## src/rtl/dds_pkg.sv

```systemverilog
// Shared definitions for the DDS sweep controller and the DDS datapath it feeds.
package dds_pkg;

  // Default widths, kept equal to the downstream DDS phase accumulator.
  localparam int DEFAULT_PHASE_WIDTH = 24;
  localparam int DEFAULT_DWELL_WIDTH = 16;

  // Sweep controller states.
  typedef enum logic [1:0] {
    IDLE  = 2'd0,
    DWELL = 2'd1,
    STEP  = 2'd2
  } state_t;

endpackage

```

## src/rtl/dds_dwell_timer.sv

```systemverilog
// Down-counting dwell timer. The controller loads it on every fcw strobe with
// the dwell length; expire marks the last DWELL cycle, so the STEP cycle that
// follows closes a hold period of exactly dwell+1 cycles.
module dds_dwell_timer #(
  parameter int WIDTH = dds_pkg::DEFAULT_DWELL_WIDTH
) (
  input  logic             clk,
  input  logic             rst,
  input  logic             load,
  input  logic [WIDTH-1:0] load_value,
  output logic             expire
);

  logic [WIDTH-1:0] count;

  // Load on request, otherwise count down and rest at zero.
  always_ff @(posedge clk or posedge rst) begin
    if (rst) begin
      count <= '0;
    end else if (load) begin
      count <= load_value;
    end else if (count != '0) begin
      count <= count - WIDTH'(1);
    end
  end

  assign expire = (count == WIDTH'(1));

endmodule

```

## src/rtl/dds_sweep_controller.sv

```systemverilog
// Frequency sweep controller: steps a DDS frequency control word between two
// bounds, holding each value for a programmable dwell, in sawtooth or
// triangle shape, single pass or continuous.
module dds_sweep_controller
  import dds_pkg::*;
#(
  parameter int PHASE_WIDTH = DEFAULT_PHASE_WIDTH,
  parameter int DWELL_WIDTH = DEFAULT_DWELL_WIDTH
) (
  input  logic                   clk,
  input  logic                   rst,
  input  logic                   start,
  input  logic                   abort,
  input  logic [PHASE_WIDTH-1:0] f_start,
  input  logic [PHASE_WIDTH-1:0] f_stop,
  input  logic [PHASE_WIDTH-1:0] f_step,
  input  logic [DWELL_WIDTH-1:0] dwell,
  input  logic                   triangle,
  input  logic                   continuous,
  output logic [PHASE_WIDTH-1:0] fcw,
  output logic                   fcw_strobe,
  output logic                   busy,
  output logic                   done,
  output logic                   sweep_dir
);

  state_t state, state_next;

  // Configuration captured at start; inputs are ignored until the next start.
  logic [PHASE_WIDTH-1:0] cfg_f_start, cfg_f_stop, cfg_f_step;
  logic [DWELL_WIDTH-1:0] cfg_dwell;
  logic                   cfg_triangle, cfg_continuous;

  logic [PHASE_WIDTH-1:0] fcw_next, emit_value;
  logic [DWELL_WIDTH-1:0] hold_len;
  logic strobe_next, busy_next, done_next, dir_next;
  logic cfg_load, timer_load, emit, finish, expire, degenerate;

  // Step up toward an upper bound; the extra carry bit catches wrap-around.
  function automatic logic [PHASE_WIDTH-1:0] step_up(
    input logic [PHASE_WIDTH-1:0] from, step, bound);
    logic [PHASE_WIDTH:0] sum;
    sum = {1'b0, from} + {1'b0, step};
    return (sum >= {1'b0, bound}) ? bound : sum[PHASE_WIDTH-1:0];
  endfunction

  // Step down toward a lower bound; the borrow bit catches underflow.
  function automatic logic [PHASE_WIDTH-1:0] step_down(
    input logic [PHASE_WIDTH-1:0] from, step, bound);
    logic [PHASE_WIDTH:0] diff;
    diff = {1'b0, from} - {1'b0, step};
    return (diff[PHASE_WIDTH] || diff[PHASE_WIDTH-1:0] <= bound) ? bound
                                                                 : diff[PHASE_WIDTH-1:0];
  endfunction

  // A zero step or an empty range just parks on f_start.
  assign degenerate = (cfg_f_step == '0) || (cfg_f_start >= cfg_f_stop);

  // On the start edge the dwell input is being latched, so use it directly.
  assign hold_len = cfg_load ? dwell : cfg_dwell;

  dds_dwell_timer #(
    .WIDTH(DWELL_WIDTH)
  ) u_dwell_timer (
    .clk       (clk),
    .rst       (rst),
    .load      (timer_load),
    .load_value(hold_len),
    .expire    (expire)
  );

  // Next-state and next-output decision; abort overrides everything.
  always_comb begin
    // NOTE: every variable gets a default first so no path leaves one unassigned
    // and a latch is never inferred.
    state_next  = state;
    fcw_next    = fcw;
    strobe_next = 1'b0;
    busy_next   = busy;
    done_next   = 1'b0;
    dir_next    = sweep_dir;
    cfg_load    = 1'b0;
    timer_load  = 1'b0;
    emit        = 1'b0;
    emit_value  = fcw;
    finish      = 1'b0;

    if (abort) begin
      state_next = IDLE;
      busy_next  = 1'b0;
    end else begin
      case (state)
        IDLE: begin
          if (start) begin
            cfg_load   = 1'b1;
            emit       = 1'b1;
            emit_value = f_start;
            dir_next   = 1'b0;
            busy_next  = 1'b1;
          end
        end
        DWELL: begin
          if (expire) state_next = STEP;
        end
        STEP: begin
          if (degenerate) begin
            if (cfg_continuous) begin
              emit       = 1'b1;
              emit_value = cfg_f_start;
            end else begin
              finish = 1'b1;
            end
          end else if (!sweep_dir) begin
            if (fcw == cfg_f_stop) begin
              if (cfg_triangle) begin
                dir_next   = 1'b1;
                emit       = 1'b1;
                emit_value = step_down(fcw, cfg_f_step, cfg_f_start);
              end else if (cfg_continuous) begin
                emit       = 1'b1;
                emit_value = cfg_f_start;
              end else begin
                finish = 1'b1;
              end
            end else begin
              emit       = 1'b1;
              emit_value = step_up(fcw, cfg_f_step, cfg_f_stop);
            end
          end else begin
            // Descending only happens in triangle mode; f_start ends a pass.
            if (fcw == cfg_f_start) begin
              if (cfg_continuous) begin
                dir_next   = 1'b0;
                emit       = 1'b1;
                emit_value = step_up(fcw, cfg_f_step, cfg_f_stop);
              end else begin
                finish = 1'b1;
              end
            end else begin
              emit       = 1'b1;
              emit_value = step_down(fcw, cfg_f_step, cfg_f_start);
            end
          end
        end
        default: state_next = IDLE;
      endcase

      // A new fcw restarts the hold; a zero dwell goes straight to STEP.
      if (emit) begin
        fcw_next    = emit_value;
        strobe_next = 1'b1;
        timer_load  = 1'b1;
        state_next  = (hold_len == '0) ? STEP : DWELL;
      end

      if (finish) begin
        done_next  = 1'b1;
        busy_next  = 1'b0;
        state_next = IDLE;
      end
    end
  end

  // State and registered outputs.
  always_ff @(posedge clk or posedge rst) begin
    // NOTE: sequential state uses non-blocking assignments only, so every
    // register samples the pre-edge values regardless of statement order.
    if (rst) begin
      state      <= IDLE;
      fcw        <= '0;
      fcw_strobe <= 1'b0;
      busy       <= 1'b0;
      done       <= 1'b0;
      sweep_dir  <= 1'b0;
    end else begin
      state      <= state_next;
      fcw        <= fcw_next;
      fcw_strobe <= strobe_next;
      busy       <= busy_next;
      done       <= done_next;
      sweep_dir  <= dir_next;
    end
  end

  // Configuration latch, loaded only when a start is accepted.
  always_ff @(posedge clk or posedge rst) begin
    // NOTE: these are plain registers, not a RAM, so they take a reset value;
    // a configuration left over from before reset can never leak into a sweep.
    if (rst) begin
      cfg_f_start    <= '0;
      cfg_f_stop     <= '0;
      cfg_f_step     <= '0;
      cfg_dwell      <= '0;
      cfg_triangle   <= 1'b0;
      cfg_continuous <= 1'b0;
    end else if (cfg_load) begin
      cfg_f_start    <= f_start;
      cfg_f_stop     <= f_stop;
      cfg_f_step     <= f_step;
      cfg_dwell      <= dwell;
      cfg_triangle   <= triangle;
      cfg_continuous <= continuous;
    end
  end

endmodule
```

## config.mk

```make
export PLATFORM = sky130hd
export DESIGN_NAME = dds_sweep_controller
export DESIGN_NICKNAME = d
export VERILOG_FILES = /design/src/rtl/dds_pkg.sv /design/src/rtl/dds_dwell_timer.sv /design/src/rtl/dds_sweep_controller.sv
export SDC_FILE = /design/constraint.sdc
export NUM_CORES = 1
export LEC_CHECK = 0
export BUFFER_PORTS_ARGS = -buffer_cell sky130_fd_sc_hd__buf_2
export CAP_MARGIN = 20
export CORE_AREA = 2 2 189 191
export CTS_CLUSTER_DIAMETER = 150
export DETAILED_ROUTE_END_ITERATION = 8
export DIE_AREA = 0 0 191 193
export GPL_ROUTABILITY_DRIVEN = 0
export PLACE_DENSITY = 0.48
export RECOVER_POWER = 25
export SYNTH_ARGS = -nofsm -noshare
export SYNTH_HDL_FRONTEND = slang
export SYNTH_SLANG_ARGS = --single-unit
```

## constraint.sdc

```tcl
create_clock -name clk -period 6.8 [get_ports clk]
set_input_delay 0.34 -clock clk [delete_from_list [all_inputs] [get_ports clk]]
set_output_delay 0.34 -clock clk [all_outputs]
set_load 0.01 [all_outputs]
```

==> summary.log, run 1 <==
qor: status.outcome finished, violations left
qor: status.failed_checks capacitance limit, slew limit
qor: critical_path.critPathKind flip-flop to flip-flop
qor: clock_tree.cts.reportedPaths.clkPinSlew 0.07 ns
qor: detailed_routing.drt_drc_violations_left 0
qor: grt.grt_first_pass_wirelength 72500 microns
qor: synthesis.synth_top_area_share 28.4%
qor: clock_tree.clock_tree.buffer_depth 2
qor: synthesis.synth.ff_latch_count 136
qor: critical_path.critical_path_buf_inv_count 1
qor: synthesis.synth.top_cells.by_area dfrtp_1, ha_1, o21ai_0
qor: critical_path.worstPathRequired 7.15 ns
qor: floorplan.pin_count 122
qor: synthesis.synth.lib_cells_used.distinct 88
qor: clock_tree.ctsHtreeMaxLevel 4
qor: critical_path.worstSetupStartpointType flip-flop
qor: sta.rsz0062_at_grt no
qor: critical_path.slowest_delay 0.59 ns
qor: final_layout.multi_input_area 7840 sq um
qor: grt.initial_antenna_violation_count 1
qor: critical_path.worstSetupEndpointType flip-flop
qor: detailed_routing.drt.antenna.violating_nets 0
qor: clock_tree.worst_skew_pair.late_latency 0.47 ns
qor: synthesis.synth_warnings 0
qor: grt.grt_most_used_layer met2
qor: grt.gr-usage-all-layers 26.7%
qor: sta.hold_viol_final 0
qor: placement.port-buffer-count 121
qor: final_layout.final_nets 1779
qor: floorplan.dieArea 36900 sq um
qor: sta.period_share 94.6%
qor: clock_tree.ctsHoldBuffers 0
qor: sta.max_clock_freq 155 MHz
qor: floorplan.chipWidth 191 microns
qor: final_layout.final_layout_size_suffix_gt1_share 12.6%
qor: synthesis.synth.largest_area_cell dfrtp_1
qor: final_layout.antenna_diode_count 0
qor: critical_path.worst-endpoint-arrival 6.78 ns
qor: clock_tree.clock_sinks 136
qor: detailed_routing.drtIter0Drc 1018
qor: synthesis.synth_async_sr_flop_share 100%
qor: critical_path.worst-path-max-fanout 8
qor: final_layout.seq_area 3400 sq um
qor: synthesis.synth_enable_flop_cells 0
qor: floorplan.floorplan.core_area 35000 sq um
qor: synthesis.synthesis.area 12000 sq um
qor: floorplan.core.rowCount 69
qor: grt.grt_use_met2 42.7%
qor: sta.setup_violation_total_in_the_final_timing_report 0
qor: detailed_routing.via_per_inst 5.72
qor: placement.dp_hpwl 37600 microns
qor: clock_tree.clockRootBuffer clkbuf_16
qor: detailed_routing.dr.pass1.iters 5
qor: floorplan.die_h 193 microns
qor: synthesis.top_ff_cell_synth dfrtp_1
qor: grt.grt_pass1_vias 11363
qor: sta.max-slew-margin-rel -120%
qor: synthesis.synthCells 1473
qor: clock_tree.post_cts_buffers 0
qor: clock_tree.tritoncts.num_buffers 17
qor: critical_path.cpLargestDelayFamily compound AO/OA/AOI/OAI gates
qor: clock_tree.cts_tree yes
qor: final_layout.fillerInstances 3687
qor: grt.globalRouteOverflowTotal 0
qor: grt.grt_use_met3 4.65%
qor: detailed_routing.via_count 11636
qor: detailed_routing.routed_wirelength 48700 microns
qor: min_path.worst_hold_path_type input port to flip-flop
qor: final_layout.flow.area_growth_from_synthesis 13.2%
qor: sta.slew_violations 66
qor: job.drv_cap 1
qor: grt.grt_start_max_net_pins 81
qor: floorplan.floorplan.initialDensity 34.3%
qor: detailed_routing.drt-wirelength-per-cell 24.0 microns
qor: synthesis.synth_sequential_area_ratio 28.4%
qor: sta.worst_slew_pin_slew 3.29 ns
qor: grt.grt_use_met1 36.1%
qor: sta.tns 0 ns
qor: critical_path.crit_chain ha_1 -> and4_1 -> and2_1 -> nor4_1 -> a21oi_1 -> a31o_2 -> a211oi_1 -> inv_1 -> ha_1 -> nand4_1 -> nor4_1 -> o31ai_1 -> a32o_1 -> o21ai_2 -> and2_0 -> nor2_1 -> o41ai_1
qor: synthesis.synth.net_count 1691
qor: sta.worst_clock_skew 0.0193 ns
qor: critical_path.critPathSlowestCell and2_0
qor: synthesis.post_synth.cell_area_avg 8.15 sq um
qor: sta.layout_min_cycle_time 6.43 ns
qor: clock_tree.cts_resized 0
## tightest hold or removal path, stage by stage
cell	delay, ns
buf_2	0.07
nand2_1	0.04
nand2_1	0.04
## sequential cells by signal (all words and copies together), names as in the netlist, 2 cells and up
signal and cells:
cfg_dwell 16, fcw 24, u_dwell_timer.count 16, state 2, cfg_f_stop 24, cfg_f_step 24, cfg_f_start 24
## path summary, 6_finish.rpt
path,start,end,slack [ns],cells after the start
setup / recovery,fcw[6]$_DFFE_PP0P_,fcw[14]$_DFFE_PP0P_,0.37,17
hold / removal,f_stop[0],cfg_f_stop[0]$_DFFE_PP0P_,0.07,3
setup reg to reg,fcw[6]$_DFFE_PP0P_,fcw[14]$_DFFE_PP0P_,0.37,17
hold reg to reg,cfg_dwell[6]$_DFF_PP0_,cfg_dwell[6]$_DFF_PP0_,0.51,2
max in group asynchronous,rst,fcw[0]$_DFFE_PP0P_,3.91,3
min in group asynchronous,rst,cfg_f_stop[20]$_DFFE_PP0P_,0.83,2
## metal layers
metal  part of all wire [%]  vias up  wire length [microns]
met4                    3.3        0                   1600
met5                      0        -                      0
li1                       -     5452                      -
met3                    6.6       87                   3220
met2                     45      446                  22000
met1                     45     5651                  21900
## through the flow
| stage | worst slack (ns) | util (%) | hold WS (ns) | cell area [sq um] | instances |
|---|---|---|---|---|---|
| final | 0.366 | 38.9 | 0.0706 | 13600 | 2035 |
| after global routing | 0.105 | 38.9 | 0.0841 | 13600 | 2035 |
| after CTS | 0.573 | 38.9 | 0.0198 | 13600 | 2034 |
| after detailed placement | 0.592 | 37.2 | 0.496 | 13000 | 2002 |
| after global placement | 0.718 | 37.2 | 0.496 | 13000 | 2002 |
| after floorplan | 1.97 | - | 0.403 | 12000 | 1473 |
## kinds of logic (layout without fill, tap and decap cells)
group | Yosys count | in the layout | share of synthesized area [%]
mux | 52 | 52 | 4.40
flops | 136 | 136 | 28.4
fa+ha+maj | 124 | 124 | 13.0
simple gates | 435 | 435 | 17.1
xor+xnor | 96 | 96 | 7.00
buf+inv | 193 | 294 | 6.46
compound gates | 437 | 437 | 23.6
## placed cells by master (no fill, tap or decap), types with 27 or more instances in the layout
cell type,Yosys,layout
nor3_1,28,28
ha_1,122,122
xnor2_1,58,58
a21oi_1,106,106
mux2i_1,46,46
dfrtp_1,136,136
xor2_1,38,38
buf_2,23,111
o21ai_0,135,135
nor2_1,96,95
inv_1,117,116
nor4_1,27,27
nand2_1,167,167
## synth_stat cells (27+ instances only)
cell type and instances:
nor3_1 28, dfrtp_1 136, nor2_1 96, nand2_1 167, xor2_1 38, inv_1 117, xnor2_1 58, mux2i_1 46
o21ai_0 135, a21oi_1 106, clkbuf_1 39, ha_1 122, nor4_1 27
## final cells by class
type | count | share of cell area [%]
Clock buffer | 19 | 3.26
Clock inverter | 13 | 1.00
Inverter | 123 | 3.41
Multi-Input combinational cell | 1144 | 57.7
Sequential cell | 136 | 25.0
Tap cell | 461 | 4.24
Timing Repair Buffer | 139 | 5.34
Power of run 1 is left out: the tool's default activity adds up to more than one toggle a clock period on the data nets, which glitch-free logic cannot reach.
==> run 2, diff against run 1 <==
ABC_AREA = 1   (was not set)
CORE_AREA = 2 2 200 202   (was 2 2 189 191)
DIE_AREA = 0 0 202 204   (was 0 0 191 193)
==> run 2 against run 1 <==
- the flow still finishes with violations (capacitance limit, slew limit)
- maximum frequency increased by 34%
- core utilization decreased by 0.55 points
- clock skew increased by 0.0016 ns
- global-route usage increased by 0.051 points
- cell count increased by 35%
- count of clock-buffer cells in the layout decreased by 2
- register-to-register slack improved by 1.6 ns
- hold slack improved by 0.0030 ns
- flip-flop and latch count unchanged
- synthesized area increased by 13%
- via count increased by 23%
- first-iteration DRC count increased by 13%
- critical path type unchanged
- highest routed layer unchanged
==> summary.log, run 2 <==
qor: floorplan.dieArea 41200 sq um
qor: status.outcome finished, violations left
qor: critical_path.worstSetupEndpointType flip-flop
qor: clock_tree.post_cts_buffers 0
qor: grt.grt_use_met3 3.71%
qor: synthesis.synth.lib_cells_used.distinct 50
qor: synthesis.synth_enable_flop_cells 0
qor: synthesis.synth_async_sr_flop_share 100%
qor: floorplan.chipWidth 202 microns
qor: synthesis.synth.ff_latch_count 136
qor: synthesis.post_synth_xor_area_fraction 3.63%
qor: detailed_routing.dr.pass1.iters 6
qor: floorplan.core.rowCount 73
qor: synthesis.synth_sequential_area_ratio 25.2%
qor: clock_tree.clock_sinks 136
qor: sta.period_share 70.7%
qor: detailed_routing.drtIter0Drc 1149
qor: clock_tree.ctsHoldBuffers 0
qor: grt.grt_use_met2 42.4%
qor: synthesis.post_synth_mux_area_share 0.0740%
qor: synthesis.synth_compound_gate_area_share 13.2%
qor: floorplan.die_h 204 microns
qor: grt.grt_pass1_vias 13840
qor: synthesis.synth_top_area_share 25.2%
qor: clock_tree.cts_resized 0
qor: grt.grt_most_used_layer met2
qor: critical_path.worst-path-max-fanout 25
qor: critical_path.worstPathRequired 7.16 ns
qor: final_layout.fillerInstances 4330
qor: detailed_routing.via_per_inst 5.20
qor: min_path.worst_hold_path_type input port to flip-flop
qor: sta.rsz0062_at_grt no
qor: grt.grt_use_met1 38.1%
qor: sta.slew_violations 91
qor: synthesis.post_synth.cell_area_avg 6.35 sq um
qor: synthesis.synthCells 2128
qor: critical_path.slowest_delay 0.54 ns
qor: synthesis.synth_warnings 0
qor: synthesis.top_ff_cell_synth dfrtp_1
qor: critical_path.critPathMostFrequentCell nand2_1
qor: detailed_routing.drt-wirelength-per-cell 19.8 microns
qor: sta.setup_violation_total_in_the_final_timing_report 0
qor: final_layout.layout_commonest_cell nand2_1
qor: sta.layout_min_cycle_time 4.81 ns
qor: floorplan.pin_count 122
qor: placement.dp_hpwl 43100 microns
qor: detailed_routing.via_count 14278
qor: clock_tree.cts_tree yes
qor: sta.worst_clock_skew 0.0209 ns
qor: sta.hold_viol_final 0
qor: grt.grt_first_pass_wirelength 82900 microns
qor: synthesis.synth.net_count 2346
qor: critical_path.critical_path_buf_inv_count 3
qor: clock_tree.ctsHtreeMaxLevel 4
qor: final_layout.final_nets 2423
qor: status.failed_checks capacitance limit, slew limit
qor: synthesis.yosys.area_share.adder 11.6%
qor: synthesis.synth.most_common_cell nand2_1
qor: job.drv_cap 1
qor: synthesis.synthesis.area 13500 sq um
qor: clock_tree.tritoncts.num_buffers 17
qor: final_layout.flow.area_growth_from_synthesis 11.1%
qor: floorplan.floorplan.core_area 39200 sq um
qor: final_layout.final_layout_size_suffix_gt1_share 10.7%
qor: grt.gr-usage-all-layers 26.8%
qor: critical_path.worstSetupStartpointType flip-flop
qor: placement.port-buffer-count 121
qor: clock_tree.clockRootBuffer clkbuf_16
qor: sta.max_clock_freq 208 MHz
qor: clock_tree.clock_tree.buffer_depth 2
qor: synthesis.synthSimpleGateAreaFrac 35.6%
qor: critical_path.cpLargestDelayFamily simple AND/OR/NAND/NOR gates
qor: sta.max-slew-margin-rel -178%
qor: critical_path.critPathKind flip-flop to flip-flop
qor: final_layout.most-common-layout-cells nand2_1, inv_1, nor2_1
qor: critical_path.critPathSlowestCell dfrtp_1
qor: detailed_routing.drt_drc_violations_left 0
qor: grt.grt_start_max_net_pins 91
qor: synthesis.synth.largest_area_cell dfrtp_1
qor: synthesis.synth_top_family_by_area simple AND/OR/NAND/NOR gates
qor: sta.tns 0 ns
qor: grt.initial_antenna_violation_count 1
qor: detailed_routing.drt.antenna.violating_nets 0
qor: grt.globalRouteOverflowTotal 0
qor: clock_tree.cts.reportedPaths.clkPinSlew 0.07 ns
qor: synthesis.synth.top_cells.by_area dfrtp_1, nand2_1, ha_1
qor: clock_tree.worst_skew_pair.late_latency 0.48 ns
qor: floorplan.floorplan.initialDensity 34.5%
qor: sta.worst_slew_pin_slew 4.15 ns
qor: synthesis.ys_top_cells_by_count nand2_1, inv_1, nor2_1
qor: critical_path.worst-endpoint-arrival 5.16 ns
qor: detailed_routing.routed_wirelength 54400 microns
run 2: cell count changes after synthesis, moves of 41 or more:
cell,change
nand2_1,+524
inv_1,+132
mux2i_1,-45
nor2_1,+96
xnor2_1,-41
nand3_1,+114
run 2: cell families after synthesis:
| logic type | after synthesis |
|---|---|
| flip-flops | 136 |
| AND/OR/NAND/NOR | 1142 |
| multiplexers | 1 |
| adder cells (fa/ha/maj) | 124 |
| buffers and inverters | 344 |
| AO/OA/AOI/OAI | 325 |
| XOR/XNOR | 56 |
run 2: stage by stage:
step / utilization (%) / worst slack (ns) / std cells / instance area, sq um / hold WS, ns
floorplan: - / 2.82 / 2128 / 13500 / 0.457
global placement: 36.8 / 2.13 / 2711 / 14400 / 0.487
detailed placement: 36.8 / 2.10 / 2711 / 14400 / 0.485
CTS: 38.3 / 2.09 / 2743 / 15000 / 0.0571
global route: 38.3 / 1.65 / 2744 / 15000 / 0.0680
finish: 38.3 / 1.99 / 2744 / 15000 / 0.0737
run 2: layout make-up:
class	instances	area, sq um	share of cell area (%)
Clock inverter	15	163	1.08
Multi-Input combinational cell	1648	8670	57.7
Inverter	271	1020	6.80
Timing Repair Buffer	131	681	4.53
Clock buffer	17	425	2.83
Tap cell	525	657	4.37
Antenna cell	1	2.50	0.0167
Sequential cell	136	3400	22.7
run 2: path summary, 6_finish.rpt:
check / from / to / slack, ns / cells past startpoint
max: fcw[0]$_DFFE_PP0P_ / fcw[6]$_DFFE_PP0P_ / 1.99 / 26
max in group asynchronous: rst / fcw[18]$_DFFE_PP0P_ / 3.61 / 3
max reg2reg: fcw[0]$_DFFE_PP0P_ / fcw[6]$_DFFE_PP0P_ / 1.99 / 26
min in group asynchronous: rst / cfg_f_step[5]$_DFFE_PP0P_ / 1.12 / 2
min: triangle / cfg_triangle$_DFFE_PP0P_ / 0.07 / 3
min reg2reg: cfg_dwell[14]$_DFF_PP0_ / cfg_dwell[14]$_DFF_PP0_ / 0.51 / 2
run 2: tightest hold or removal path, cell delays in order:
cell and delay [ns]:
buf_2 0.07, nand2_1 0.04, o21ai_0 0.05
run 2: per-layer routing:
metal | routed length (microns) | up-vias
li1 | - | 6983
met1 | 26000 | 6772
met2 | 24100 | 453
met3 | 3150 | 70
met4 | 1200 | 0
met5 | 0 | -
Power of run 2 is left out for the same reason.
